<file path="src/rtl/csr_exec_if.sv">
// Decode-side request and writeback-side response bundle of the CSR execute stage.
// master drives the request and csr_rdata; slave is the execute stage itself.
interface csr_exec_if #(
    parameter int XLEN   = 32,
    parameter int CSR_AW = 12
);
    logic              halt;
    logic              valid_in;
    logic [6:0]        opcode_in;
    logic [2:0]        funct3_in;
    logic [CSR_AW-1:0] csr_addr_in;
    logic [4:0]        rs1_addr;
    logic [XLEN-1:0]   rs1_data;
    logic [4:0]        uimm;
    logic [4:0]        rd_addr;
    logic [XLEN-1:0]   csr_rdata;
    logic [CSR_AW-1:0] csr_raddr;
    logic              stall_out;
    logic              valid_out;
    logic              csr_wen;
    logic [CSR_AW-1:0] csr_waddr;
    logic [XLEN-1:0]   csr_wdata;
    logic              rd_wen;
    logic [4:0]        rd_waddr;
    logic [XLEN-1:0]   rd_wdata;
    logic              illegal_out;

    modport master (
        output halt, valid_in, opcode_in, funct3_in, csr_addr_in,
               rs1_addr, rs1_data, uimm, rd_addr, csr_rdata,
        input  csr_raddr, stall_out, valid_out, csr_wen, csr_waddr,
               csr_wdata, rd_wen, rd_waddr, rd_wdata, illegal_out
    );

    modport slave (
        input  halt, valid_in, opcode_in, funct3_in, csr_addr_in,
               rs1_addr, rs1_data, uimm, rd_addr, csr_rdata,
        output csr_raddr, stall_out, valid_out, csr_wen, csr_waddr,
               csr_wdata, rd_wen, rd_waddr, rd_wdata, illegal_out
    );
endinterface

</file>
<file path="src/rtl/csr_exec.sv">
// CSR execute stage: CSRRW/RS/RC (+ immediate forms), one-cycle registered result.
// Optional macro CSR_FWD_EN: forward the pending CSR write instead of stalling.
module csr_exec #(
    parameter int XLEN   = 32,
    parameter int CSR_AW = 12
) (
    input  logic       clk,
    input  logic       rst_n,
    csr_exec_if.slave  bus
);
    localparam logic [6:0] OP_SYSTEM = 7'b1110011;

    logic              valid_out_reg;
    logic              illegal_reg;
    logic              csr_wen_reg;
    logic [CSR_AW-1:0] csr_waddr_reg;
    logic [XLEN-1:0]   csr_wdata_reg;
    logic              rd_wen_reg;
    logic [4:0]        rd_waddr_reg;
    logic [XLEN-1:0]   rd_wdata_reg;

    logic            csr_op;
    logic            hazard;
    logic            stall;
    logic            accept;
    logic            is_imm;
    logic            is_rw;
    logic            is_rs;
    logic            illegal_f3;
    logic            read_only;
    logic            wr_req;
    logic            illegal;
    logic [XLEN-1:0] src;
    logic [XLEN-1:0] old_val;
    logic [XLEN-1:0] new_val;

    assign csr_op = bus.valid_in && (bus.opcode_in == OP_SYSTEM) && (bus.funct3_in != 3'b000);

    // The CSR file only commits our registered write at the next edge, so its read data is stale.
    assign hazard = csr_op && csr_wen_reg && (csr_waddr_reg == bus.csr_addr_in);

`ifdef CSR_FWD_EN
    assign stall   = 1'b0;
    assign old_val = hazard ? csr_wdata_reg : bus.csr_rdata;
`else
    assign stall   = hazard;
    assign old_val = bus.csr_rdata;
`endif

    assign accept     = csr_op && !bus.halt && !stall;
    assign is_imm     = bus.funct3_in[2];
    assign is_rw      = (bus.funct3_in[1:0] == 2'b01);
    assign is_rs      = (bus.funct3_in[1:0] == 2'b10);
    assign illegal_f3 = (bus.funct3_in == 3'b100);
    assign read_only  = (bus.csr_addr_in[CSR_AW-1 -: 2] == 2'b11);
    assign src        = is_imm ? {{(XLEN-5){1'b0}}, bus.uimm} : bus.rs1_data;

    // Set/clear with a zero source is a pure read and must not touch the CSR.
    assign wr_req  = !illegal_f3 && (is_rw || (is_imm ? (bus.uimm != 5'd0) : (bus.rs1_addr != 5'd0)));
    assign illegal = illegal_f3 || (wr_req && read_only);

    for (genvar gi = 0; gi < XLEN; gi++) begin : g_new_bit
        assign new_val[gi] = is_rw ? src[gi] :
                             is_rs ? (old_val[gi] | src[gi]) :
                                     (old_val[gi] & ~src[gi]);
    end

    always_ff @(posedge clk or negedge rst_n) begin
        if (!rst_n) begin
            valid_out_reg <= 1'b0;
            illegal_reg   <= 1'b0;
            csr_wen_reg   <= 1'b0;
            csr_waddr_reg <= '0;
            csr_wdata_reg <= '0;
            rd_wen_reg    <= 1'b0;
            rd_waddr_reg  <= '0;
            rd_wdata_reg  <= '0;
        end else if (accept) begin
            valid_out_reg <= 1'b1;
            illegal_reg   <= illegal;
            csr_wen_reg   <= wr_req && !illegal;
            csr_waddr_reg <= bus.csr_addr_in;
            csr_wdata_reg <= new_val;
            rd_wen_reg    <= !illegal && (bus.rd_addr != 5'd0);
            rd_waddr_reg  <= bus.rd_addr;
            rd_wdata_reg  <= old_val;
        end else begin
            // Strobes pulse for one cycle only; data and addresses hold.
            valid_out_reg <= 1'b0;
            illegal_reg   <= 1'b0;
            csr_wen_reg   <= 1'b0;
            rd_wen_reg    <= 1'b0;
        end
    end

    assign bus.csr_raddr   = bus.csr_addr_in;
    assign bus.stall_out   = stall;
    assign bus.valid_out   = valid_out_reg;
    assign bus.illegal_out = illegal_reg;
    assign bus.csr_wen     = csr_wen_reg;
    assign bus.csr_waddr   = csr_waddr_reg;
    assign bus.csr_wdata   = csr_wdata_reg;
    assign bus.rd_wen      = rd_wen_reg;
    assign bus.rd_waddr    = rd_waddr_reg;
    assign bus.rd_wdata    = rd_wdata_reg;
endmodule

</file>
<file path="src/flat_wrapper.sv">
// flat-port wrapper written by rule: the top's interface ports become plain ports
module csr_exec_flat 
#(
    parameter int XLEN   = 32,
    parameter int CSR_AW = 12
)
  (clk, rst_n, bus_halt, bus_valid_in, bus_opcode_in, bus_funct3_in, bus_csr_addr_in, bus_rs1_addr, bus_rs1_data, bus_uimm, bus_rd_addr, bus_csr_rdata, bus_csr_raddr, bus_stall_out, bus_valid_out, bus_csr_wen, bus_csr_waddr, bus_csr_wdata, bus_rd_wen, bus_rd_waddr, bus_rd_wdata, bus_illegal_out);
  csr_exec_if #(.XLEN(XLEN), .CSR_AW(CSR_AW)) bus_i ();
  input  logic clk;
  input  logic rst_n;
  input wire logic [$bits(bus_i.halt)-1:0] bus_halt;
  input wire logic [$bits(bus_i.valid_in)-1:0] bus_valid_in;
  input wire logic [$bits(bus_i.opcode_in)-1:0] bus_opcode_in;
  input wire logic [$bits(bus_i.funct3_in)-1:0] bus_funct3_in;
  input wire logic [$bits(bus_i.csr_addr_in)-1:0] bus_csr_addr_in;
  input wire logic [$bits(bus_i.rs1_addr)-1:0] bus_rs1_addr;
  input wire logic [$bits(bus_i.rs1_data)-1:0] bus_rs1_data;
  input wire logic [$bits(bus_i.uimm)-1:0] bus_uimm;
  input wire logic [$bits(bus_i.rd_addr)-1:0] bus_rd_addr;
  input wire logic [$bits(bus_i.csr_rdata)-1:0] bus_csr_rdata;
  output wire logic [$bits(bus_i.csr_raddr)-1:0] bus_csr_raddr;
  output wire logic [$bits(bus_i.stall_out)-1:0] bus_stall_out;
  output wire logic [$bits(bus_i.valid_out)-1:0] bus_valid_out;
  output wire logic [$bits(bus_i.csr_wen)-1:0] bus_csr_wen;
  output wire logic [$bits(bus_i.csr_waddr)-1:0] bus_csr_waddr;
  output wire logic [$bits(bus_i.csr_wdata)-1:0] bus_csr_wdata;
  output wire logic [$bits(bus_i.rd_wen)-1:0] bus_rd_wen;
  output wire logic [$bits(bus_i.rd_waddr)-1:0] bus_rd_waddr;
  output wire logic [$bits(bus_i.rd_wdata)-1:0] bus_rd_wdata;
  output wire logic [$bits(bus_i.illegal_out)-1:0] bus_illegal_out;
  assign bus_i.halt = bus_halt;
  assign bus_i.valid_in = bus_valid_in;
  assign bus_i.opcode_in = bus_opcode_in;
  assign bus_i.funct3_in = bus_funct3_in;
  assign bus_i.csr_addr_in = bus_csr_addr_in;
  assign bus_i.rs1_addr = bus_rs1_addr;
  assign bus_i.rs1_data = bus_rs1_data;
  assign bus_i.uimm = bus_uimm;
  assign bus_i.rd_addr = bus_rd_addr;
  assign bus_i.csr_rdata = bus_csr_rdata;
  assign bus_csr_raddr = bus_i.csr_raddr;
  assign bus_stall_out = bus_i.stall_out;
  assign bus_valid_out = bus_i.valid_out;
  assign bus_csr_wen = bus_i.csr_wen;
  assign bus_csr_waddr = bus_i.csr_waddr;
  assign bus_csr_wdata = bus_i.csr_wdata;
  assign bus_rd_wen = bus_i.rd_wen;
  assign bus_rd_waddr = bus_i.rd_waddr;
  assign bus_rd_wdata = bus_i.rd_wdata;
  assign bus_illegal_out = bus_i.illegal_out;
  csr_exec #(.XLEN(XLEN), .CSR_AW(CSR_AW)) u_core (.clk(clk), .rst_n(rst_n), .bus(bus_i));
endmodule
</file>
<file path="config.mk">
export PLATFORM = sky130hd
export DESIGN_NAME = csr_exec_flat
export DESIGN_NICKNAME = d
export VERILOG_FILES = /design/src/rtl/csr_exec_if.sv /design/src/rtl/csr_exec.sv /design/src/flat_wrapper.sv
export SDC_FILE = /design/constraint.sdc
export NUM_CORES = 1
export LEC_CHECK = 0
export BUFFER_PORTS_ARGS = -buffer_cell sky130_fd_sc_hd__buf_2
export CAP_MARGIN = 5
export CORE_MARGIN = 3
export CORE_UTILIZATION = 52
export CTS_BUF_LIST = sky130_fd_sc_hd__clkbuf_4
export DETAILED_ROUTE_END_ITERATION = 16
export PLACE_DENSITY_LB_ADDON = 0.25
export SKIP_CTS_REPAIR_TIMING = 1
export SLEW_MARGIN = 20
export SYNTH_ARGS = -nofsm -noshare
export SYNTH_HDL_FRONTEND = slang
export SYNTH_SLANG_ARGS = --single-unit
</file>
<file path="constraint.sdc">
create_clock -name clk -period 3 [get_ports clk]
set_input_delay 0.6 -clock clk [delete_from_list [all_inputs] [get_ports clk]]
set_output_delay 0.6 -clock clk [all_outputs]
set_load 0.05 [all_outputs]
</file>
Yosys cells after proc, flatten, opt, wreduce, memory -nomap -nowiden
Cells that the tools add are included.
{ "totals": {"wordCells": 200, "mem_bits_rw": 0, "input_bits": 105, "output_inout_bits": 98, "reg_bits": 85, "mem_count": 0, "latchBits": 0, "mem_bits_ro": 0} }
{ "classes": {"shift": 0, "mul": 0, "bitwise_logic": 96, "n_eq_ne": 6, "add_sub_neg": 0, "div_mod_pow": 0, "reduce_logical": 20, "order_cmp": 0, "n_mux": 70} }
{ "op_table": {"columns": ["cell", "n"], "rows": [
  ["two-way mux 1 bit", 69],
  ["bitwise AND 1 bit", 32],
  ["two-way mux 32 bit", 1],
  ["inverter 1 bit", 32],
  ["OR 1 bit", 32],
  ["nonzero test 5 bit", 3],
  ["== test 12 bit", 1],
  ["logical AND 1 bit", 10],
  ["== test 7 bit, second input constant", 1],
  ["== test 2 bit, second input constant", 2],
  ["logical NOT 1 bit", 4],
  ["== test 3 bit, second input constant", 1],
  ["nonzero test 3 bit", 1],
  ["== test 2 x 1 -> 1 bit, second input constant", 1],
  ["logical OR 1 bit", 2]
]} }

Logic depth before layout (Yosys ltp)
{ "depth": {"ltp_word": 9, "depth_mapped": 7, "mapped_depth_nobuf": 5} }

Worst setup path after synthesis
No wires, ideal clock.
{ "synth_path": {"path_kind": "flip-flop to output port", "startpoint": "reg u_core.csr_waddr_reg[7], in the netlist u_core.bus.csr_waddr[7]", "endpoint": "out bus_stall_out", "t_arrival_ns": 3.018, "required_ns": 2.400, "path_buffers": 0, "slack_ns": -0.618, "stages_incl_launch_ff": 5, "path_cell_list": "dfrtp_1 xnor2_1 nand3_1 or4_4 nor4_1"} }
{ "synth_between": {"elab_chain_cells": 2} }
{ "synth_rtl": {"columns": ["element", "line", "source"], "rows": [
  ["start: declaration", "csr_exec.sv:16", "logic [CSR_AW-1:0] csr_waddr_reg;"],
  ["start signal: assignment", "csr_exec.sv:82", "csr_waddr_reg <= bus.csr_addr_in;"],
  ["== test 12 bit", "csr_exec.sv:40", "assign hazard = csr_op && csr_wen_reg && (csr_waddr_reg == bus.csr_addr_in);"],
  ["logical AND 1 bit", "csr_exec.sv:40", null],
  ["end: declaration", "flat_wrapper.sv:22", "output wire logic [$bits(bus_i.stall_out)-1:0] bus_stall_out;"]
]} }
No other way between the ends.

Worst setup path in the final report
{ "layout_path": {"startpoint": "reg u_core.csr_waddr_reg[10], in the netlist u_core.bus.csr_waddr[10]", "endpoint": "out bus_stall_out"} }
Same word-level chain as after synthesis.

==> reports/summary.txt <==
RUN STATUS
--------------------------------------------------------------------------------------
Result of the run ....................................................... complete, no violations

JOB
--------------------------------------------------------------------------------------
Max-capacitance violation count .........................................            0

ROUTE
--------------------------------------------------------------------------------------
Detailed Route Iter0 Violations .........................................           68
Remaining number of nets flagged by the antenna check after routing .....            0
Via count ...............................................................         3294
Via-per-instance ratio ..................................................         5.20
WL per Instance .........................................................      17.0 µm
Post-detailed-routing wire length .......................................      10.7 mm
Number of remaining DRC errors ..........................................            0
First-pass iteration count of the detailed router .......................            4

LOGIC SYNTHESIS
--------------------------------------------------------------------------------------
Share of the synthesized area in the top cell type ......................        48.3%
Count of distinct cell types in the synthesized netlist .................           31
Synthesized cell area ...................................................     4410 µm²
Post-Synthesis Cells ....................................................          336
Mean post-synth cell area ...............................................     13.1 µm²
Top cells by area in the synthesized netlist ............................ dfrtp_1, mux2_4, nand2b_1
Part of the Yosys area used for sequential elements .....................        48.3%
Synthesized Nets ........................................................          441
Number of synthesized register bits .....................................           85
Number of warnings issued by yosys ......................................            0
Library cell with the largest summed area after synthesis ...............      dfrtp_1

TIMING
--------------------------------------------------------------------------------------
Ratio of final minimum period to clock period ...........................        95.3%
Min cycle time layout ...................................................      2.86 ns
Slew Limit Fails ........................................................            0
Worst clock skew on the final layout ....................................    0.0241 ns
Transition at the pin with the smallest max-transition slack ............     0.594 ns
Final setup violation count .............................................            0
Highest clock frequency the design can meet .............................    0.350 GHz
Relative max-transition margin ..........................................        60.4%
Final total negative setup slack ........................................         0 ns
Number of failing hold endpoints at the final stage .....................            0
RSZ-0062 raised after global routing ....................................           no

MIN PATH
--------------------------------------------------------------------------------------
Hold crit path type .....................................................     in2async

PLACEMENT
--------------------------------------------------------------------------------------
Placer congestion estimate ..............................................        0.805
Number of port buffers ..................................................          202
Placed cell area ........................................................     5390 µm²
Post-DP HPWL ............................................................      8.21 mm

FLOORPLAN
--------------------------------------------------------------------------------------
I/O Pins ................................................................          203
Floorplan die height ....................................................      98.0 µm
Die outline width .......................................................      98.0 µm
Initial Util ............................................................        55.3%
Row cnt .................................................................           32
Die Footprint ...........................................................     9610 µm²
Total core area .........................................................     7970 µm²

WORST SETUP PATH
--------------------------------------------------------------------------------------
Number of cells on the worst reg-to-reg path ............................            6
Arrival time of the worst setup path ....................................      2.26 ns
Capturing element type of the critical path ............................. primary output
Critical setup path kind ................................................      reg2out
Critical path launch point type .........................................     register
End of the worst register-to-register path .............................. u_core.bus.csr_wdata[30]
Endpoint required time on the critical path .............................      2.40 ns
Max Fanout on Critical Path .............................................            3
Reg-to-reg setup timing slack ...........................................      0.64 ns
Launch point of the worst reg-to-reg path ............................... u_core.bus.csr_waddr[10]

CTS
--------------------------------------------------------------------------------------
Max clock buf depth .....................................................            2
Clock net sink count ....................................................           85
Clock tree from TritonCTS ...............................................         done
H-Tree Depth ............................................................            3
Clock latency on the worst-skew pair ....................................      0.41 ns
Clk Tree Root Cell ......................................................     clkbuf_4
Number of buffers added by the clock tree synthesis step ................            9
Clock slew at the register clock pins of the worst setup and hold paths .      0.13 ns

FINAL LAYOUT
--------------------------------------------------------------------------------------
Number of nets in the layout ............................................          632
Layout cell share with drive strength beyond 1 ..........................        57.8%
Highest-count cells in the layout ignoring fill and taps ................ buf_2, dfrtp_1, mux2_4
ANT cells ...............................................................            0
Most common library cell in the layout ignoring fill and taps ...........        buf_2
Filler cell count in the final layout ...................................          646
Area growth from synthesis to final layout ..............................        25.2%
Fin area ................................................................     5520 µm²
Area of the multi-input gates ...........................................     2000 µm²
Register Area ...........................................................     2130 µm²

GLOBAL ROUTE
--------------------------------------------------------------------------------------
GR Util All Layers ......................................................        22.9%
Initial antenna violation count .........................................            1
Global route overflow ...................................................            0
Maximum number of pins on one net before global-route repair ............           48
Vias in the first global route ..........................................         3543
Global-route wire length before repair ..................................      17.7 mm

POWER AND IR DROP
--------------------------------------------------------------------------------------
Total leakage power .....................................................   0.00322 µW
Total Power .............................................................      2390 µW
Power per cell area .....................................................   433 nW/µm²
Worst voltage drop across the vdd grid ..................................     0.232 mV

## synthesized netlist by cell type
master    number
o211ai_1       1
mux2_1         6
or4_4          1
nor3_1         2
or3_1          1
nand3_1       34
inv_1          1
nand2_4        1
buf_12         7
clkbuf_1      11
dfrtp_1       85
or4_1          3
nor2b_1        1
nand2_1        2
mux2i_1        5
o21ai_0       32
o21bai_1       1
o21ai_1        1
nand4_1        3
nor3b_1        1
a21oi_1        1
nand2b_1      28
nor2_1         3
nor4_4         1
buf_8          1
xnor2_1       13
buf_4         13
mux2_4        60
nor4_1         1
a311oi_1       1
mux2_2        15
## kinds of logic (layout without fill, tap and decap cells)
group                  count (synthesis)  after routing  share of synthesized area (%)
multiplexers                          86             86                           27.0
flip-flops                            85             85                           48.3
AND/OR/NAND/NOR                       82             82                           11.0
AO/OA/AOI/OAI                         37             37                           4.40
buffers and inverters                 33            228                           6.76
XOR/XNOR                              13             13                           2.58
## final cells by class
cell class	instances	area share [%]
clock buffers	10	1.36
multi-input cells	218	36.3
flip-flops and latches	85	38.5
repair buffers	212	20.5
well taps	102	2.31
inverters	1	0.0680
clock inverters	5	0.952
## routing by layer
layer / vias to the layer above / GRT usage [%] / share of wire [%] / wire length, µm
li1: 1556 / - / - / -
met1: 1586 / 28.9 / 42 / 4460
met2: 133 / 38.7 / 49 / 5260
met3: 17 / 5.71 / 7.9 / 847
met4: 2 / 7.24 / 1.6 / 169
met5: - / 0 / 0.065 / 7
## per-stage QoR
step	utilization (%)	hold slack [ns]	std cells	setup WS, ns
final	69.3	0.135	633	0.142
after global routing	69.3	0.150	633	0.00860
after global placement	67.6	0.473	618	0.247
after CTS	69.2	0.126	633	0.0536
after detailed placement	67.6	0.477	618	0.204
after floorplan	-	0.304	336	0.250
## worst max path at each step
stage                                   startpoint             to  slack (ns)  depth (start not counted)
after floorplan            u_core.bus.csr_waddr[7]  bus_stall_out        0.25                          4
after global placement         bus_csr_addr_in[10]  bus_stall_out        0.25                          6
after detailed placement       bus_csr_addr_in[10]  bus_stall_out        0.20                          6
after CTS                 u_core.bus.csr_waddr[10]  bus_stall_out        0.05                          5
after global routing      u_core.bus.csr_waddr[10]  bus_stall_out       0.009                          5
final                     u_core.bus.csr_waddr[10]  bus_stall_out        0.14                          5
## worst max-delay path: stages (launching register included)
cell	delay (ns)
dfrtp_1	0.43
xnor2_1	0.19
nand4_1	0.14
or4_4	0.57
nor4_4	0.29
buf_4	0.24
## power breakdown
group,total [µW],switching [µW],internal [µW]
combinational,549,358,191
sequential,1220,28.1,1190
clock,621,365,256
total,2390,751,1640
Power figures use the tool's default switching activity.
